File: src/rtl/spi_note_sender.sv
// rtl/spi_note_sender.sv - transmit-only SPI master packing three note codes into a 32-bit frame
module spi_note_sender #(
  parameter int         CLK_DIV   = 8,
  parameter int         FRAME_GAP = 16,
  parameter logic [7:0] HDR       = 8'h00
) (
  input  logic       clk,
  input  logic       reset,
  input  logic [7:0] note1,
  input  logic [7:0] note2,
  input  logic [7:0] note3,
  input  logic       start,
  output logic       ready,
  output logic       done,
  output logic       sck,
  output logic       sdo
);

  localparam int CNT_MAX = (CLK_DIV > FRAME_GAP) ? CLK_DIV : FRAME_GAP;
  localparam int DW      = $clog2(CNT_MAX + 1);
  localparam logic [DW-1:0] DIV_LAST = DW'(CLK_DIV - 1);
  localparam logic [DW-1:0] GAP_LAST = DW'(FRAME_GAP - 1);
  localparam logic [DW-1:0] CNT_ONE  = DW'(1);

  typedef enum logic [1:0] {IDLE, LOW, HIGH, GAP} state_t;

  state_t        state, state_nx;
  logic [31:0]   sreg, sreg_nx;
  logic [4:0]    bit_cnt, bit_cnt_nx;
  logic [DW-1:0] div_cnt, div_cnt_nx;
  logic          sck_nx, sdo_nx, ready_nx, done_nx;
  logic          div_end, gap_end, accept;

  assign div_end = (div_cnt == DIV_LAST);
  assign gap_end = (div_cnt == GAP_LAST);
  assign accept  = start && ready;

  // Outputs are registered from next-state values so sck/sdo never see a combinational input path.
  always_ff @(posedge clk) begin
    if (reset) begin
      state   <= IDLE;
      sreg    <= '0;
      bit_cnt <= '0;
      div_cnt <= '0;
      sck     <= 1'b0;
      sdo     <= 1'b0;
      ready   <= 1'b1;
      done    <= 1'b0;
    end else begin
      state   <= state_nx;
      sreg    <= sreg_nx;
      bit_cnt <= bit_cnt_nx;
      div_cnt <= div_cnt_nx;
      sck     <= sck_nx;
      sdo     <= sdo_nx;
      ready   <= ready_nx;
      done    <= done_nx;
    end
  end

  always_comb begin
    state_nx   = state;
    sreg_nx    = sreg;
    bit_cnt_nx = bit_cnt;
    div_cnt_nx = div_cnt;
    unique case (state)
      IDLE: begin
        if (accept) begin
          state_nx   = LOW;
          sreg_nx    = {HDR, note3, note2, note1};
          bit_cnt_nx = '0;
          div_cnt_nx = '0;
        end
      end
      LOW: begin
        if (div_end) begin
          state_nx   = HIGH;
          div_cnt_nx = '0;
        end else begin
          div_cnt_nx = div_cnt + CNT_ONE;
        end
      end
      HIGH: begin
        if (div_end) begin
          div_cnt_nx = '0;
          if (bit_cnt == 5'd31) begin
            state_nx = GAP;
          end else begin
            // Falling edge and next data bit launch together.
            state_nx   = LOW;
            sreg_nx    = {sreg[30:0], 1'b0};
            bit_cnt_nx = bit_cnt + 5'd1;
          end
        end else begin
          div_cnt_nx = div_cnt + CNT_ONE;
        end
      end
      GAP: begin
        if (gap_end) begin
          state_nx   = IDLE;
          div_cnt_nx = '0;
        end else begin
          div_cnt_nx = div_cnt + CNT_ONE;
        end
      end
      default: state_nx = IDLE;
    endcase
  end

  always_comb begin
    sck_nx   = (state_nx == HIGH);
    sdo_nx   = (state_nx == LOW || state_nx == HIGH) ? sreg_nx[31] : 1'b0;
    ready_nx = (state_nx == IDLE);
    done_nx  = (state == GAP) && (state_nx == IDLE);
  end

endmodule

File: config.mk
export PLATFORM = sky130hd
export DESIGN_NAME = spi_note_sender
export DESIGN_NICKNAME = d
export VERILOG_FILES = /design/src/rtl/spi_note_sender.sv
export SDC_FILE = /design/constraint.sdc
export NUM_CORES = 1
export LEC_CHECK = 0
export BUFFER_PORTS_ARGS = -buffer_cell sky130_fd_sc_hd__clkbuf_2
export CORE_MARGIN = 2
export CORE_UTILIZATION = 50
export CTS_BUF_LIST = sky130_fd_sc_hd__clkbuf_16
export DETAILED_ROUTE_END_ITERATION = 10
export PLACE_DENSITY_LB_ADDON = 0.3
export REMOVE_ABC_BUFFERS = 1
export SLEW_MARGIN = 10
export SYNTH_ARGS = -nofsm -noshare
export SYNTH_HDL_FRONTEND = slang
export SYNTH_SLANG_ARGS = --single-unit
File: constraint.sdc
create_clock -name clk -period 2.19 [get_ports clk]
set_input_delay 0.1095 -clock clk [delete_from_list [all_inputs] [get_ports clk]]
set_output_delay 0.1095 -clock clk [all_outputs]
set_load 0.02 [all_outputs]
### Word-level counts from Yosys, hierarchy flattened

Cells that the tools add are included.

| word-level totals | value |
|---|---|
| output and inout bits | 4 |
| input port bits | 27 |
| flip-flop bits (word level) | 48 |
| logic and storage cells | 49 |

| operators by class | value |
|---|---|
| reductions and logical operators | 9 |
| equal/unequal tests | 11 |
| bitwise operators | 1 |
| mux-type cells | 17 |
| add/sub/neg operators | 2 |

Operators with widths:

| cell | number |
|---|---|
| $mux 32 | 3 |
| $pmux 32 s2 | 1 |
| $mux 5 | 5 |
| $pmux 5 s3 | 1 |
| $add 5x1->5 const B | 2 |
| $mux 2 | 5 |
| $pmux 5 s2 | 1 |
| $pmux 2 s4 | 1 |
| $eq 2x2->1 const B | 3 |
| $ne 2x2->1 const B | 3 |
| $eq 5x3->1 const B | 1 |
| $eq 5x4->1 const B | 1 |
| $eq 5x5->1 const B | 1 |
| $eq 2x1->1 const B | 2 |
| $logic_not 2->1 | 2 |
| $reduce_and 4->1 | 1 |
| $reduce_or 2->1 | 2 |
| $logic_and 1x1->1 | 2 |
| $reduce_bool 2->1 | 1 |
| $logic_or 1x1->1 | 1 |
| $not 1->1 | 1 |

### Logic depth before layout (Yosys ltp)

| depth | value |
|---|---|
| depth in word-level cells | 8 |
| mapped depth | 10 |
| gate-level depth less buffers | 10 |

### Worst setup path after synthesis

OpenSTA, ideal clock, no wires.

| timing path | value |
|---|---|
| kind | register to register |
| start | register state[1] |
| end | register ready |
| required time | 2,067 ps |
| setup slack | 164 ps |
| library setup time | 123 ps |
| stages on the path, launching flop included | 9 |
| buffers on the path | 1 |
| data arrival time | 1,903 ps |
| period minus slack after synthesis | 2,026 ps |
| cell sequence | dfxtp_1 > inv_1 > ha_1 > buf_4 > a21boi_1 > a211oi_1 > a211o_1 > ha_1 > or2_2 |

| on the way | value |
|---|---|
| word-level cells in the longest chain between the ends | 3 |
| elaborated cells between the ends (all ways) | 10 |
| those cells by class | 3 x eq/ne; 5 x mux; 2 x reduce/logical |

RTL lines:

| item | RTL line | source |
|---|---|---|
| from (decl) | 27 | `state_t state, state_nx;` |
| from (signal assigned) | 50 | `state <= state_nx;` |
| $eq 2x2->1, or another cell as far along | 66 | `unique case (state)` |
| $pmux 2 s4 * | 66 |  |
| $logic_not 2->1 * | 113 | `ready_nx = (state_nx == IDLE);` |
| named net ready_nx | 31 | `logic sck_nx, sdo_nx, ready_nx, done_nx;` |
| to (signal assigned) | 56 | `ready <= ready_nx;` |
| to (decl) | 13 | `output logic ready,` |

The timed path passes the listed nets; every way through them passes the cells marked *.
A chain may end at the register's enable or synchronous reset.

### Final worst setup path

| timing path | value |
|---|---|
| start | register state[0] |
| end | register ready |

Same word-level chain as after synthesis.

==> flow_summary.yaml <==
status:
  status: "completed"
synthesis:
  synth_cells: 261
  ys_ff_latch: 48
  synth_area_um2: 2377
  synth_warnings: 0
  syn_area_per_cell_um2: 9.108
  synth.distinct_cells: 48
  ys_seq_area_share_pct: 40.42
clock_tree:
  htreeDepth: 2
  path_clk_slew_ns: 0.06
  cts_root_buffer: "clkbuf_16"
  cts_buffers: 5
  cts_tree: "done"
  postCtsSetupBuffers: 0
  clock-sinks: 48
  clock_path_buffers: 2
  clkLatencyLatePin_ns: 0.29
global_routing:
  grt_overflow: 0
  grt_max_degree: 36
  grt_usage_pct: 21.94
  grt_pass1_vias: 2030
  grt_pass1_wl_um: 9108
  grt_antenna_before_repair: 0
setup_path:
  cp_cell_sequence: "inv_1 > ha_1 > a21boi_1 > a211oi_1 > a211o_1 > ha_1 > or2_2"
  cp_common_cell: "ha_1"
  cp_top_family: "compound AO/OA/AOI/OAI gates"
  worst-endpoint-arrival_ns: 2.23
  worstSetupStartpoint: "state[0]$_SDFF_PP0_"
  max_stage_delay_ns: 0.34
  endpoint: "ready$_SDFF_PP1_"
  worst-path-buf-inv: 1
  slowest_stage: "a211o_1"
  endpoint_kind: "register"
  path_class: "register to register"
  required_ns: 2.37
  critPathLaunchType: "register"
  crit_cells: 7
  reg2reg_slack_ns: 0.14
  r2r-end: "ready$_SDFF_PP1_"
  reg2reg_from: "state[0]$_SDFF_PP0_"
  cp_max_fo: 7
  ff2ff_path_depth: 7
detailed_routing:
  drtIter0Drc: 137
  vias: 2164
  met3WireLength_um: 225
  wl_met2_um: 2713
  dr.pass1.iters: 4
  drt-total-wl_um: 5503
  drc: 0
  ant_nets: 0
  highest_layer: "met4"
  vias_per_cell: 6.291
  routedWlPerCell_um: 16.00
  m1WireLength_um: 2501
timing:
  skew_ns: 0.005871
  period_minus_slack_ns: 2.050
  holdWs_ns: 0.06019
  hold_violations: 0
  worst_pin_slew_ns: 0.4025
  setup_violations: 0
  fin_crit_sh_pct: 93.59
  rsz0062_at_grt: "false"
  maxSlewViolCount: 0
  timing.slew.headroom_pct: 72.80
  fmax_mhz: 487.9
power:
  p_seq_share_pct: 44.4
  power_mw: 2.189
  p_int_mw: 1.626
  powerDensity_nw_per_um2: 784.7
  pwr-share-clk_pct: 39.0
  p_leak_nw: 1.048
  p_sw_mw: 0.5634
  pwr-share-comb_pct: 16.6
  irDropWorstVdd_mv: 0.4981
  switching_share_pct: 25.73
die:
  die_h_um: 72.96
  start_util_pct: 51.01
  top_level_ports: 31
  dieArea_um2: 5322
  rows: 25
  die_w_um: 72.96
  coreArea_um2: 4661
min_path:
  hp-class: "input pin to register"
final_layout:
  final_cell_area_um2: 2790
  area_growth_pct: 17.37
  final_util_pct: 59.87
  nets: 327
  num_antenna_cells: 0
  layout_common_cells: "dfxtp_1 (46), a21oi_1 (37), clkbuf_2 (30)"
  nFillCells: 406
  layout_commonest_cell: "dfxtp_1"
  drive_gt1_share_pct: 21.38
  layoutNonFillerInstCount: 344
place:
  dpl.hpwl_um: 3461
  gp_congestion: 0.8557
  port_buffers: 30
  dpl_cell_area_um2: 2610
  post-place-cells: 336
job:
  maxCapViolCount: 0
worst min path at each step:
| stage | startpoint | to | slack (ns) | cells past startpoint |
|---|---|---|---|---|
| detailed placement | note1[0] | sreg[0]$_SDFFE_PP0P_ | 0.36 | 3 |
| global route | note1[0] | sreg[0]$_SDFFE_PP0P_ | 0.11 | 3 |
| finish | note1[0] | sreg[0]$_SDFFE_PP0P_ | 0.06 | 3 |
| global placement | note1[0] | sreg[0]$_SDFFE_PP0P_ | 0.37 | 3 |
| CTS | note1[0] | sreg[0]$_SDFFE_PP0P_ | 0.06 | 3 |
| floorplan | reset | bit_cnt[1]$_SDFFE_PP0P_ | 0.18 | 1 |
layer usage:
layer  global-route usage, %  up-vias
met1                   27.72     1043
met4                   8.436        0
met2                   36.46       49
li1                        -     1066
met5                       0        -
met3                   4.972        6
worst min-delay path: stages:
cell and delay (ns):
clkbuf_2 0.08, nand3_1 0.05, a21oi_1 0.06
sequential cells by signal, indices dropped and copies added, names as in the netlist:
| name | flops |
|---|---|
| sck | 1 |
| state | 2 |
| ready | 1 |
| bit_cnt | 5 |
| sdo | 1 |
| done | 1 |
| sreg | 32 |
| div_cnt | 5 |
power by group through the flow:
stage | combinational (mW) | sequential, mW | clock (mW)
after floorplan | 0.210 | 0.984 | 0
after global placement | 0.353 | 0.988 | 0
after detailed placement | 0.360 | 0.990 | 0
after CTS | 0.362 | 0.971 | 0.865
after global routing | 0.403 | 0.979 | 0.899
final | 0.363 | 0.972 | 0.854
cell families (layout without fill, tap and decap cells):
family | after synthesis | count (layout) | share of synthesized area, %
AND/OR/NAND/NOR | 56 | 56 | 14.05
XOR/XNOR | 1 | 1 | 0.3685
buffers and inverters | 35 | 64 | 7.894
adder cells (fa/ha/maj) | 11 | 11 | 5.789
AO/OA/AOI/OAI | 110 | 110 | 31.47
flip-flops | 48 | 48 | 40.42
area by class of cell:
cell class	count	area, um2	share of cell area [%]
multi-input combinational	178	1242	44.53
sequential	48	963.4	34.53
inverter	8	30.03	1.076
timing repair buffer	48	322.8	11.57
clock inverter	3	38.79	1.390
tap	54	67.56	2.422
clock buffer	5	125.1	4.484
what timing repair did:
item                       4_1_cts  5_1_grt
resized for setup                0        5
hold buffers                     0        0
setup endpoints to repair        0        4
synth_stat cells, drive strengths merged:
master	n	area [um2]
buf	15	111.4
a211oi	25	187.7
nand4	11	68.82
a221oi	1	8.760
inv	8	30.03
or3	3	18.77
nand4bb	1	11.26
nor3	1	5.000
nand3	4	20.02
a32oi	24	210.2
dfxtp	48	960.9
nand2b	1	6.260
o211ai	2	15.01
a2bb2oi	1	8.760
o2111ai	1	8.760
nand4b	1	8.760
and3b	1	8.760
or2	2	12.52
o21a	1	7.510
o22a	1	8.760
nor4bb	1	10.01
nand3b	2	15.01
a21oi	37	185.2
or4b	1	10.01
a21boi	1	7.510
a211o	1	8.760
nand2	6	22.52
nor3b	1	7.510
and3	3	18.77
clkbuf	12	46.29
and4b	1	10.01
nor2b	3	18.77
o21ai	13	76.33
nor2	12	55.06
a2111oi	1	8.760
xor2	1	8.760
a31oi	1	6.260
nor4	1	6.260
ha	11	137.6
metrics by stage:
step / setup TNS, ns / setup slack [ns]
after global placement: 0 / 0.1049
after floorplan: -12.17 / -0.3481
after CTS: 0 / 0.04096
after global routing: 0 / 0.01409
after detailed placement: 0 / 0.06339
final: 0 / 0.1403
(Power assumes the default switching activity.)
